[config.mk]
export PLATFORM = sky130hd
export DESIGN_NAME = ahb_multiplexor_n
export DESIGN_NICKNAME = d
export VERILOG_FILES = /design/src/rtl/ahb_multiplexor_n.sv
export SDC_FILE = /design/constraint.sdc
export NUM_CORES = 1
export LEC_CHECK = 0
export CELL_PAD_IN_SITES_DETAIL_PLACEMENT = 1
export CELL_PAD_IN_SITES_GLOBAL_PLACEMENT = 1
export CORE_AREA = 2 2 113 115
export DETAILED_ROUTE_END_ITERATION = 12
export DIE_AREA = 0 0 115 117
export DONT_BUFFER_PORTS = 1
export GPL_ROUTABILITY_DRIVEN = 0
export PLACE_DENSITY_LB_ADDON = 0.1
export SETUP_SLACK_MARGIN = 0.1
export SLEW_MARGIN = 0
export SYNTH_ARGS = -nofsm -noshare
export SYNTH_HDL_FRONTEND = slang
export SYNTH_SLANG_ARGS = --single-unit
[constraint.sdc]
create_clock -name clk -period 3.55 [get_ports clk]
set_clock_uncertainty 0.2 [all_clocks]
set_input_delay 0.71 -clock clk [delete_from_list [all_inputs] [get_ports clk]]
set_output_delay 0.71 -clock clk [all_outputs]
set_load 0.1 [all_outputs]
[src/rtl/ahb_multiplexor_n.sv]
// ---------------------------------------------------------------------------
// ahb_multiplexor_n
// AHB-Lite address decoder and response multiplexor for one controller and
// NUM_SAT satellites. The controller's address and control signals go to
// every satellite unchanged. An address decode drives a one-hot select. A
// data-phase FSM then returns the chosen satellite's ready/response/read data
// to the controller. The FSM produces a two-cycle ERROR response for an
// unmapped access and for a satellite that stalls too long.
//
// Ports:
//   clk, nrst        clock, synchronous active-low reset
//   m_haddr..m_hwdata controller address/control/write data (inputs)
//   m_hready/m_hresp/m_hrdata  response to controller
//   s_hsel           one-hot satellite select (combinational decode)
//   s_haddr..s_hwdata controller signals passed to all satellites
//   s_hready         passed to all satellites, equals m_hready
//   s_hreadyout/s_hresp/s_hrdata  per-satellite responses
//   err_unmapped     one-cycle pulse in the first ERROR cycle of an unmapped access
//   err_timeout      one-cycle pulse in the first ERROR cycle of a stall timeout
// ---------------------------------------------------------------------------
module ahb_multiplexor_n #(
   parameter int                      NUM_SAT        = 3,
   parameter logic [NUM_SAT*32-1:0]   BASE_ADDR      = {32'h2004_0000, 32'h2002_0000, 32'h0000_0000},
   parameter logic [NUM_SAT*32-1:0]   ADDR_MASK      = {32'hFFFF_F800, 32'hFFFF_FFF0, 32'hFFF0_0000},
   parameter int                      TIMEOUT_CYCLES = 255
) (
   input  logic                    clk,
   input  logic                    nrst,
   input  logic [31:0]             m_haddr,
   input  logic [1:0]              m_htrans,
   input  logic                    m_hwrite,
   input  logic [2:0]              m_hsize,
   input  logic [2:0]              m_hburst,
   input  logic [31:0]             m_hwdata,
   output logic                    m_hready,
   output logic                    m_hresp,
   output logic [31:0]             m_hrdata,
   output logic [NUM_SAT-1:0]      s_hsel,
   output logic [31:0]             s_haddr,
   output logic [1:0]              s_htrans,
   output logic                    s_hwrite,
   output logic [2:0]              s_hsize,
   output logic [2:0]              s_hburst,
   output logic [31:0]             s_hwdata,
   output logic                    s_hready,
   input  logic [NUM_SAT-1:0]      s_hreadyout,
   input  logic [NUM_SAT-1:0]      s_hresp,
   input  logic [NUM_SAT*32-1:0]   s_hrdata,
   output logic                    err_unmapped,
   output logic                    err_timeout
);

   localparam int SEL_W = (NUM_SAT > 1) ? $clog2(NUM_SAT) : 1;
   // A zero timeout still needs a legal counter width; the counter is unused then.
   localparam int CNT_W = (TIMEOUT_CYCLES > 0) ? $clog2(TIMEOUT_CYCLES + 1) : 1;

   typedef enum logic [1:0] {IDLE, SAT, ERR1, ERR2} state_t;

   state_t             state;
   logic [SEL_W-1:0]   sel_q;
   logic [CNT_W-1:0]   stall_cnt;
   logic               addr_hit;
   logic [SEL_W-1:0]   hit_idx;
   logic               sel_ready;
   logic               sel_resp;
   logic [31:0]        sel_rdata;
   logic               timeout_hit;

   assign s_haddr  = m_haddr;
   assign s_htrans = m_htrans;
   assign s_hwrite = m_hwrite;
   assign s_hsize  = m_hsize;
   assign s_hburst = m_hburst;
   assign s_hwdata = m_hwdata;
   assign s_hready = m_hready;

   // The decode scans from the highest index down. When several satellites
   // match, the lowest-index match is written last and wins.
   always_comb begin
      addr_hit = 1'b0;
      hit_idx  = '0;
      for (int i = NUM_SAT - 1; i >= 0; i--) begin
         if ((m_haddr & ADDR_MASK[32*i +: 32]) == BASE_ADDR[32*i +: 32]) begin
            addr_hit = 1'b1;
            hit_idx  = SEL_W'(i);
         end
      end
   end

   always_comb begin
      s_hsel = '0;
      if (addr_hit) s_hsel[hit_idx] = 1'b1;
   end

   assign sel_ready = s_hreadyout[sel_q];
   assign sel_resp  = s_hresp[sel_q];
   assign sel_rdata = s_hrdata[sel_q*32 +: 32];

   // The controller-facing response depends only on the registered data-phase
   // state and the satellite inputs. It never looks at the current address phase.
   always_comb begin
      m_hready = 1'b1;
      m_hresp  = 1'b0;
      m_hrdata = '0;
      case (state)
         SAT: begin
            m_hready = sel_ready;
            m_hresp  = sel_resp;
            m_hrdata = sel_rdata;
         end
         ERR1: begin
            m_hready = 1'b0;
            m_hresp  = 1'b1;
         end
         ERR2: begin
            m_hresp  = 1'b1;
         end
         default: ;
      endcase
   end

   // When stall_cnt equals TIMEOUT_CYCLES-1 during a stalled cycle, that cycle
   // is the TIMEOUT_CYCLES-th consecutive stall.
   assign timeout_hit = (TIMEOUT_CYCLES > 0) && (stall_cnt == CNT_W'(TIMEOUT_CYCLES - 1));

   // Data-phase FSM. A new address phase is accepted whenever m_hready is high.
   // m_hready is low only in ERR1 and in a stalled SAT cycle, so the final
   // branch handles the stalled satellite.
   always_ff @(posedge clk) begin
      if (!nrst) begin
         state        <= IDLE;
         sel_q        <= '0;
         stall_cnt    <= '0;
         err_unmapped <= 1'b0;
         err_timeout  <= 1'b0;
      end else begin
         err_unmapped <= 1'b0;
         err_timeout  <= 1'b0;
         if (state == ERR1) begin
            state     <= ERR2;
            stall_cnt <= '0;
         end else if (m_hready) begin
            stall_cnt <= '0;
            if (m_htrans[1]) begin
               if (addr_hit) begin
                  state <= SAT;
                  sel_q <= hit_idx;
               end else begin
                  state        <= ERR1;
                  err_unmapped <= 1'b1;
               end
            end else begin
               state <= IDLE;
            end
         end else if (timeout_hit) begin
            state       <= ERR1;
            stall_cnt   <= '0;
            err_timeout <= 1'b1;
         end else begin
            stall_cnt <= stall_cnt + 1'b1;
         end
      end
   end

endmodule

Yosys cells after proc, flatten, opt, wreduce, memory -nomap -nowiden --
Cells that the tools add are included.
Cells by class: $add $sub $neg 1, order comparisons 3, equality and inequality tests 6, shift operators 1, multiplexer cells 23, bitwise logic cells 4, reductions and logical operators 8
Operators with widths (number):
- $shiftx 96x8->32 | 1
- $logic_not 32->1 | 1
- $mux 32 | 1
- $eq 28x26->1 const B | 1
- $eq 21x19->1 const B | 1
- $mux 2 | 8
- $add 8x1->8 const B | 1
- $eq 8x8->1 const B | 1
- $mux 1 | 8
- $reduce_or 4->1 | 2
- $lt 2x3->1 const B | 2
- $bmux 1 s2 | 2
- $eq 2x2->1 const B | 2
- $not 1->1 | 4
- $pmux 1 s2 | 2
- $reduce_and 4->1 | 1
- $mux 3 | 1
- $reduce_bool 3->1 | 1
- $reduce_or 3->1 | 1
- $demux 1 s2 | 1
- $eq 2x1->1 const B | 1
- $ge 2x1->1 const B | 1
- $reduce_or 2->1 | 1
- $logic_and 1x1->1 | 1
Word-level totals: register bits 14, input bits 177

Depth between registers and ports, before layout --
word-level depth 9, mapped depth 7, depth with buffers taken out 5

Least setup slack after synthesis --
No wires, ideal clock.
path kind input-to-output, start point input m_haddr[23], end point output s_hsel[2], data arrival time 2.847 ns, data required time 2.640 ns, setup slack -0.207 ns, stages 4, buffers on the path 0, cell sequence nor4_1 -> nand3_1 -> or2_2 -> nor2b_1
Between the ends: cells in the longest elaborated chain, start to end 9, elaborated cells between the ends (all ways) 15, classes of those cells order compare: 2; eq/ne: 2; mux: 9; reduce/logical: 2
Ends and longest elaborated chain:
- start: declaration | RTL line 29 | input logic [31:0] m_haddr,
- $eq 21x19->1 | RTL line 83 | if ((m_haddr & ADDR_MASK[32*i +: 32]) == BASE_ADDR[32*i +: 32]) begin
- $mux 2 (3 in series) | RTL line 83
- $lt 2x3->1 (not written as such) or $ge 2x1->1 (tied branches) | RTL line 92 | if (addr_hit) s_hsel[hit_idx] = 1'b1;
- $logic_and 1x1->1 (not written as such) | RTL line 92
- $mux 1 (not written as such) | RTL line 92
- $demux 1 s2 | RTL line 92
- $mux 3 * | RTL line 92
- end: declaration | RTL line 38 | output logic [NUM_SAT-1:0] s_hsel,
Every way passes the cells marked *; elsewhere a longest branch is shown, timed or not.

Worst setup path in the final report --
start point register sel_q[0], end point output m_hrdata[13]
Between the ends: cells in the longest elaborated chain, start to end 2
Ends and longest elaborated chain:
- start: declaration | RTL line 60 | logic [SEL_W-1:0] sel_q;
- start signal: assignment | RTL line 147 | sel_q <= hit_idx;
- $shiftx 96x8->32 | RTL line 97 | assign sel_rdata = s_hrdata[sel_q*32 +: 32];
- $mux 32 | RTL line 105 | case (state)
- end: declaration | RTL line 37 | output logic [31:0] m_hrdata,
Every way passes these cells.

==> impl_metrics.env <==
export IMPL_slew_headroom_pct=36.1
export IMPL_clock_sinks=14
export IMPL_synthCells=305
export IMPL_hold_path_class="reg -> reg"
export IMPL_synthArstFlopShare_pct=0
export IMPL_worstMarginPinSlew_ps=958
export IMPL_cts_buffer_depth=2
export IMPL_die_area_um2=13500
export IMPL_post_cts_repair_setup_buffers=0
export IMPL_root_buffer="clkbuf_16"
export IMPL_startpoint="sel_q[0]$_SDFFE_PN0P_"
export IMPL_n_antenna_cell=0
export IMPL_antenna_left=0
export IMPL_yosysSeqAreaShare_pct=13.3
export IMPL_postCtsHoldBufs=0
export IMPL_yosysWarnings=0
export IMPL_timing_rr_end="sel_q[0]$_SDFFE_PN0P_"
export IMPL_grt_use_met3_pct=2.83
export IMPL_layout_nets=441
export IMPL_layout_drive_gt1_share_pct=35.2
export IMPL_vias_per_cell=4.42
export IMPL_port_buffer_count=0
export IMPL_grt_first_pass_wirelength_um=10100
export IMPL_areaGrowthSynthToFinish_pct=23.2
export IMPL_endpoint_kind="output port"
export IMPL_crit_type="reg -> out"
export IMPL_first_pass_iters=4
export IMPL_irDropWorstVdd_mv=0.0854
export IMPL_synth_edff_count=0
export IMPL_grtUsageMet1_pct=10.7
export IMPL_min_period_ps=3050
export IMPL_slowest_stage="nor2b_2"
export IMPL_cts_buffers=3
export IMPL_yosysUniqueCellTypes=36
export IMPL_die_w_um=115
export IMPL_grt_ovfl_total=0
export IMPL_p_comb_share_pct=42.0
export IMPL_cap_viol_max_count=0
export IMPL_max_freq_mhz=327
export IMPL_p_int_w=0.000430
export IMPL_hpwl_um=5870
export IMPL_postCtsResizedCells=0
export IMPL_clock_latency_ps=250
export IMPL_whs_ps=304
export IMPL_dr_total_vias=1816
export IMPL_cts_tree="yes"
export IMPL_switching_share_pct=39.5
export IMPL_wl_um=6930
export IMPL_grt_setup_unrepaired="false"
export IMPL_setup_viol=0
export IMPL_routedWlPerCell_um=16.9
export IMPL_pwr_share_clk_pct=34.1
export IMPL_drcViolationCount=0
export IMPL_synth_area_um2=2100
export IMPL_core_um2=12300
export IMPL_reg2reg_from="sel_q[0]$_SDFFE_PN0P_"
export IMPL_grt_pass1_vias=1894
export IMPL_r2r_slack_ps=1370
export IMPL_path_max_fanout=20
export IMPL_grt_max_degree=36
export IMPL_drt_iter0_markers=23
export IMPL_outcome="complete, no violations"
export IMPL_die_y_um=117
export IMPL_crit_arrival_ps=2140
export IMPL_seq_power_share_pct=23.8
export IMPL_top_usage_layer="met2"
export IMPL_boundaryPins=290
export IMPL_critPathMaxStageDelay_ps=620
export IMPL_hold_violations=0
export IMPL_endpoint="m_hrdata[13]"
export IMPL_r2r_cells=5
export IMPL_clk_pin_slew_ps=50
export IMPL_cellLeakagePower_nw=0.871
export IMPL_start_util_pct=17.1
export IMPL_cellPowerDensity_nw_per_um2=274
export IMPL_synth_area_per_cell_um2=6.88
export IMPL_setup_tns_final_ps=0
export IMPL_synth_flop_cell="dfxtp_1"
export IMPL_period_share_pct=86.0
export IMPL_rows=41
export IMPL_met2_usage_pct=17.1
export IMPL_grt_antenna_before_repair=0
export IMPL_required_ps=2640
export IMPL_syn_num_nets=484
export IMPL_n_fill_cell=1453
export IMPL_h_tree_depth=1
export IMPL_drv_slew=0
export IMPL_switching_power_w=0.000281
export IMPL_yosys_register_bits=14
export IMPL_cp_start_kind="register"
export IMPL_grt_usage_pct=9.55
export IMPL_crit_chain="nor2b_2 > buf_4 > a21oi_1 > nor2_2 > buf_12"
[state kept, by name, indices dropped and copies added, names as in the netlist]
name	flops
state	2
err_unmapped	1
err_timeout	1
sel_q	2
stall_cnt	8
[stage by stage]
step / power, W / utilization (%) / setup WS (ps) / cells / area [um^2]
floorplan: 0.000756 / - / 182 / 305 / 2110
detailed placement: 0.000475 / 20.3 / 626 / 407 / 2500
CTS: 0.000724 / 21.0 / 402 / 411 / 2590
global placement: 0.000476 / 20.3 / 658 / 407 / 2500
finish: 0.000710 / 21.0 / 496 / 411 / 2590
global route: 0.000742 / 21.0 / 270 / 411 / 2590
[cells in the final DEF, fill, tap and decap left out, types with 3 or more instances in the layout]
cell type and instances:
nor2_1 43, buf_4 8, inv_1 5, nor4_1 5
a21oi_1 32, mux2i_1 33, xor2_1 5, nand2_1 7
clkbuf_16 3, nor2_2 34, nand4_1 3, nand3_1 4
buf_12 34, dfxtp_1 13
[cell type report]
type                            count  area (um^2)  share of cell area, %
Clock buffer                        4         88.8                   3.43
Inverter                            5         18.8                  0.725
Multi-Input combinational cell    196         1270                   49.1
Sequential cell                    14          282                   10.9
Tap cell                          150          188                   7.25
Timing Repair Buffer               42          741                   28.6
[power by group through the flow]
stage               logic, W  clock network, W  registers [W]
finish              0.000299          0.000242       0.000169
global route        0.000315          0.000258       0.000169
CTS                 0.000303          0.000252       0.000169
detailed placement  0.000303                 0       0.000172
global placement    0.000303                 0       0.000172
floorplan           0.000585                 0       0.000171
[logic make-up after synthesis]
kind of cell / share of synthesized area (%)
simple gates: 23.4
flops: 13.3
xor+xnor: 2.50
fa+ha+maj: 1.19
mux: 16.4
buf+inv: 30.8
compound gates: 12.3
[cells in the mapped netlist, drive strengths merged (2+ instances only)]
master | number | area (um^2)
nor2b | 4 | 25.0
inv | 5 | 18.8
and3 | 2 | 12.5
o21ai | 2 | 10.0
nor3 | 2 | 10.0
ha | 2 | 25.0
clkbuf | 7 | 26.3
dfxtp | 14 | 280
buf | 83 | 602
nand3 | 5 | 30.0
a21oi | 33 | 169
nor2 | 78 | 295
a32o | 2 | 22.5
nand4 | 3 | 18.8
mux2i | 33 | 330
nand2 | 7 | 26.3
nand2b | 2 | 12.5
nor4 | 5 | 31.3
xor2 | 5 | 43.8
[per-layer routing]
layer,wire length [um],part of all wire (%),up-vias
li1,-,-,852
met3,693,10,13
met4,134,1.9,0
met5,0,0,-
met1,2540,37,839
met2,3570,51,112
[worst max-delay path: cells and delay by family (launching register included)]
family	cells	cell delay [ps]
AO/OA/AOI/OAI	1	120
buffers and inverters	2	560
flip-flops	1	430
AND/OR/NAND/NOR	2	770
[worst min path at each step]
| stage | slack (ps) | end | start | cells past startpoint |
|---|---|---|---|---|
| CTS | 310 | stall_cnt[0]$_SDFF_PP0_ | stall_cnt[0]$_SDFF_PP0_ | 1 |
| floorplan | 250 | stall_cnt[0]$_SDFF_PP0_ | stall_cnt[0]$_SDFF_PP0_ | 1 |
| global route | 330 | stall_cnt[0]$_SDFF_PP0_ | stall_cnt[0]$_SDFF_PP0_ | 1 |
| finish | 300 | stall_cnt[0]$_SDFF_PP0_ | stall_cnt[0]$_SDFF_PP0_ | 1 |
| detailed placement | 300 | stall_cnt[0]$_SDFF_PP0_ | stall_cnt[0]$_SDFF_PP0_ | 1 |
| global placement | 290 | stall_cnt[0]$_SDFF_PP0_ | stall_cnt[0]$_SDFF_PP0_ | 1 |
(Power assumes the default switching activity.)
